File: src/rtl/filter_sp_write_ctrl.sv
// filter_sp_write_ctrl: pops filter words from the FIFO into a circular scratchpad and counts resident filters
//   clk, rst (async, active-low); filter_size, enable; fifo_empty/fifo_dout/fifo_rd_en;
//   sp_we/sp_waddr/sp_wdata; filter_consumed; filters_avail, filter_valid, busy;
//   err (sticky) only when FILTER_SP_ERR_EN is defined.
module filter_sp_write_ctrl #(
  parameter int SP_SIZE              = 8,
  parameter int DATA_WIDTH           = 16,
  parameter int FILTER_SIZE_REG_SIZE = 8,
  parameter int CNT_SIZE             = 4
) (
  input  logic                            clk,
  input  logic                            rst,
  input  logic [FILTER_SIZE_REG_SIZE-1:0] filter_size,
  input  logic                            enable,
  input  logic                            fifo_empty,
  input  logic [DATA_WIDTH-1:0]           fifo_dout,
  output logic                            fifo_rd_en,
  output logic                            sp_we,
  output logic [SP_SIZE-1:0]              sp_waddr,
  output logic [DATA_WIDTH-1:0]           sp_wdata,
  input  logic                            filter_consumed,
  output logic [CNT_SIZE-1:0]             filters_avail,
  output logic                            filter_valid,
  output logic                            busy
`ifdef FILTER_SP_ERR_EN
  ,
  output logic                            err
`endif
);
  localparam int AW = SP_SIZE + 1;
  localparam int UW = SP_SIZE + CNT_SIZE + FILTER_SIZE_REG_SIZE + 2;
  typedef enum logic [1:0] {IDLE, LOAD, DONE} state_t;
  state_t state, state_nx;
  logic [AW-1:0] issued, wcnt;
  logic [SP_SIZE-1:0] wr_ptr;
  logic [UW-1:0] fs, used, depth;
  logic can_start, last_wr, dec;
  assign fs           = UW'(filter_size);
  assign depth        = UW'(1) << SP_SIZE;
  // Occupancy is counted in whole filters plus the words of the filter being written.
  assign used         = UW'(filters_avail) * fs + UW'(wcnt);
  assign can_start    = enable && fs != '0 && filters_avail != '1 && used + fs <= depth;
  assign fifo_rd_en   = state == LOAD && !fifo_empty && UW'(issued) < fs;
  assign last_wr      = sp_we && UW'(wcnt) + UW'(1) == fs;
  assign filter_valid = filters_avail != '0;
  assign dec          = filter_consumed && filter_valid;
  assign busy         = state != IDLE;
  assign sp_waddr     = wr_ptr;
  assign sp_wdata     = fifo_dout;
  always_comb begin
    state_nx = state;
    state_nx = state == IDLE ? (can_start ? LOAD : IDLE) :
               state == LOAD ? (last_wr ? DONE : LOAD) : IDLE;
  end
  always_ff @(posedge clk or negedge rst) begin
    if (!rst) begin
      state         <= IDLE;
      issued        <= '0;
      wcnt          <= '0;
      wr_ptr        <= '0;
      sp_we         <= 1'b0;
      filters_avail <= '0;
    end else begin
      state         <= state_nx;
      sp_we         <= fifo_rd_en;
      // Word counters stay live through DONE so occupancy never double-counts the finished filter.
      issued        <= state == LOAD ? issued + AW'(fifo_rd_en) : '0;
      wcnt          <= state == LOAD ? wcnt + AW'(sp_we) : '0;
      wr_ptr        <= wr_ptr + SP_SIZE'(sp_we);
      filters_avail <= filters_avail + CNT_SIZE'(state == DONE) - CNT_SIZE'(dec);
    end
  end
`ifdef FILTER_SP_ERR_EN
  logic [FILTER_SIZE_REG_SIZE-1:0] fs_q;
  always_ff @(posedge clk or negedge rst) begin
    if (!rst) begin
      err  <= 1'b0;
      fs_q <= '0;
    end else begin
      fs_q <= filter_size;
      if ((filter_consumed && !filter_valid) || (enable && filter_size == '0) ||
          (busy && filter_size != fs_q))
        err <= 1'b1;
    end
  end
`endif
endmodule

File: config.mk
export PLATFORM = sky130hd
export DESIGN_NAME = filter_sp_write_ctrl
export DESIGN_NICKNAME = d
export VERILOG_FILES = /design/src/rtl/filter_sp_write_ctrl.sv
export SDC_FILE = /design/constraint.sdc
export NUM_CORES = 1
export LEC_CHECK = 0
export CELL_PAD_IN_SITES_DETAIL_PLACEMENT = 1
export CELL_PAD_IN_SITES_GLOBAL_PLACEMENT = 1
export CORE_MARGIN = 2
export CORE_UTILIZATION = 37
export CTS_CLUSTER_DIAMETER = 80
export DETAILED_ROUTE_END_ITERATION = 7
export GPL_ROUTABILITY_DRIVEN = 0
export PLACE_DENSITY_LB_ADDON = 0.1
export SLEW_MARGIN = 20
export SYNTH_ARGS = -nofsm -noshare
export SYNTH_HDL_FRONTEND = slang
export SYNTH_SLANG_ARGS = --single-unit
File: constraint.sdc
create_clock -name clk -period 4.38 [get_ports clk]
set_clock_uncertainty 0.2 [all_clocks]
set_input_delay 0.438 -clock clk [delete_from_list [all_inputs] [get_ports clk]]
set_output_delay 0.438 -clock clk [all_outputs]
set_load 0.03 [all_outputs]
==> results.tsv <==
metric	value	unit
Overflow after GRT	0	
M2 GR Usage	31.0	%
CTS tree	yes	
CP arrival	4.12	ns
Reg clk slew, reported paths	0.07	ns
Multi-input gate area	2300	sq um
DR vias/cell	5.18	
Fill cells	1052	
Worst Hold Class	reg -> reg	
DR iter-0 viols	75	
top_reg_cell synth	dfrtp_1	
synthesized area	3400	sq um
number of global-route vias before repair	3029	
CTS Root Cell	clkbuf_8	
Die Y	99.9	um
Routed WL	8590	um
total track usage	18.8	%
H-tree depth	2	
Final Setup Violations	0	
critical path class	in -> reg	
starting density of the core	38.6	%
Achievable Freq	241	MHz
post-route ant nets	0	
initial antenna violation count	0	
non-filler cells, final	530	
max cap viols	0	
Layout area overhead	20.1	%
register area	830	sq um
synth top area cells	dfrtp_1, ha_1, fa_1, inv_1, xnor2_1	
Worst EP required	4.35	ns
post-placement cell count	520	
die width	99.9	um
Yosys top cell by area	dfrtp_1	
PortBufs	28	
final hold vios	0	
Final WS setup	0.232	ns
Post-synth top cells	ha_1, inv_1, dfrtp_1, nand2_1, nor2_1	
clk sink count	33	
Residual DRC	0	
met1 usage	26.0	%
min Tclk post-route	4.15	ns
Ant. Diodes	0	
register bit total from synthesis	33	
Avg Synthesized Cell Area	9.11	sq um
Max Slew Vio Count	0	
largest net degree at the start of global routing	21	
Crit Path Max Fanout	7	
first-pass GRT wire length	14800	um
fraction of registers with async set/reset	100	%
CTS max path bufs	2	
post-synth cell types	46	
Worst-Skew Late Latency	0.28	ns
Final Hold Slack	0.269	ns
worst slew pin tran	0.672	ns
share of layout cells above drive strength 1	15.2	%
Yosys top cell area share	24.3	%
number of CTS-inserted buffers	5	
RSZ-0062 raised after global routing	no	
Core Footprint	8810	sq um
most numerous cell in the Yosys netlist	ha_1	
gr busiest metal	met2	
net count of the finished layout	519	
Slew HR	54.8	%
pre-CTS setup slack	-0.399	ns
num ports	61	
sequential cell area fraction in the yosys report	24.3	%
status	finished clean	
post-layout util	46.4	%
hpwl dp	7220	um
Mapped Cells	373	
Yosys warnings	0	
first drt pass iteration count	4	
Post-synth EDFFs	0	
met3 usage	2.99	%
period utilization	94.7	%
Synth Net Count	471	
Critical Path Source Type	input port	
Die ar.	9970	sq um
Core Rows	34	
routed length per instance	16.2	um
CP endpoint kind	flop	
Vias	2746	
-- path summary, 6_finish.rpt --
kind	from	endpoint	slack (ns)	depth (start not counted)
worst min-delay path	sp_waddr[7]$_DFF_PN0_	sp_waddr[7]$_DFF_PN0_	0.27	1
max in group asynchronous	rst	filters_avail[2]$_DFF_PN0_	3.00	3
worst max register to register	filters_avail[1]$_DFF_PN0_	state[0]$_DFF_PN0_	0.23	16
min in group asynchronous	rst	issued[3]$_DFF_PN0_	0.46	2
worst min register to register	sp_waddr[7]$_DFF_PN0_	sp_waddr[7]$_DFF_PN0_	0.27	1
worst max-delay path	filter_size[3]	state[0]$_DFF_PN0_	0.23	15
-- flip-flops by register name, indices dropped and copies added, names as in the netlist --
signal / cells
filters_avail: 4
state: 2
wcnt: 9
sp_we: 1
issued: 9
sp_waddr: 8
-- layout make-up --
| class | instances | area share (%) |
|---|---|---|
| Clock buffer | 6 | 1.78 |
| Clock inverter | 2 | 0.245 |
| Inverter | 43 | 3.95 |
| Multi-Input combinational cell | 272 | 56.4 |
| Sequential cell | 33 | 20.3 |
| Tap cell | 108 | 3.31 |
| Timing Repair Buffer | 66 | 14.0 |
-- what timing repair did --
| action | 4_1_cts | 5_1_grt |
|---|---|---|
| pin swaps | 1 | 6 |
| gates resized for setup | 5 | 13 |
| hold endpoints to repair | 0 | 18 |
| setup buffers | 0 | 1 |
| hold buffers | 0 | 1 |
| endpoints found under the setup margin | 1 | 1 |
-- cell families (layout without fill, tap and decap cells) --
kind of cell	Yosys count	after routing	share of synthesized area, %
AND/OR/NAND/NOR	118	118	17.6
adder cells (fa/ha/maj)	69	69	30.3
buffers and inverters	68	117	9.27
AO/OA/AOI/OAI	52	52	9.75
flip-flops	33	33	24.3
XOR/XNOR	30	30	7.73
multiplexers	3	3	1.07
-- critical path, stage by stage --
cell and delay [ns]:
dlygate4sd2_1 0.36, nand2_1 0.11, fa_1 0.47, fa_1 0.52
fa_1 0.54, inv_1 0.04, ha_1 0.33, nor2b_4 0.15
buf_4 0.12, buf_4 0.13, o311a_2 0.32, o21ai_0 0.20
a21oi_1 0.13, a21oi_1 0.19, o21bai_1 0.08
-- metal layers --
layer  vias up  wire length [um]  part of all wire [%]
met5         -                 0                     0
met4         0               125                   1.5
met3        15               253                   2.9
met2        40              3950                    46
met1      1364              4260                    50
li1       1327                 -                     -
-- metrics by stage --
| step | instance area, sq um | TNS (ns) |
|---|---|---|
| after floorplan | 3400 | 0 |
| after global placement | 3930 | -0.289 |
| after detailed placement | 3930 | -0.399 |
| after CTS | 4020 | 0 |
| after global routing | 4080 | 0 |
| final | 4080 | 0 |
-- cells in the final DEF, fill, tap and decap left out, types with 2 or more instances in the layout --
cell             netlist  final
clkbuf_8               0      5
and3_1                 4      4
inv_1                 43     43
nor2_1                25     25
and3b_1                2      2
dlygate4sd2_1          0      3
fa_1                  22     21
clkdlybuf4s50_1        0     20
o21ai_0                9      9
nor4_1                 3      3
o211ai_1               3      3
xor2_1                13     13
nand3_1               19     19
or3_1                  5      5
buf_4                 16     36
clkinv_2               0      2
nor2b_1                2      2
a21oi_1               20     19
xnor2_1               17     17
nand2b_1               7      7
and2_1                 9      9
dfrtp_2                0      3
a21o_1                 6      6
nor3_1                 3      3
nand2_1               30     30
dlymetal6s2s_1         0      4
nand4_1                2      2
a31oi_1                3      2
dfrtp_1               33     30
ha_1                  47     45
nor3b_1                2      2
Power is left out: the tool's default activity adds up to more than one toggle a clock period on the data nets, which glitch-free logic cannot reach.
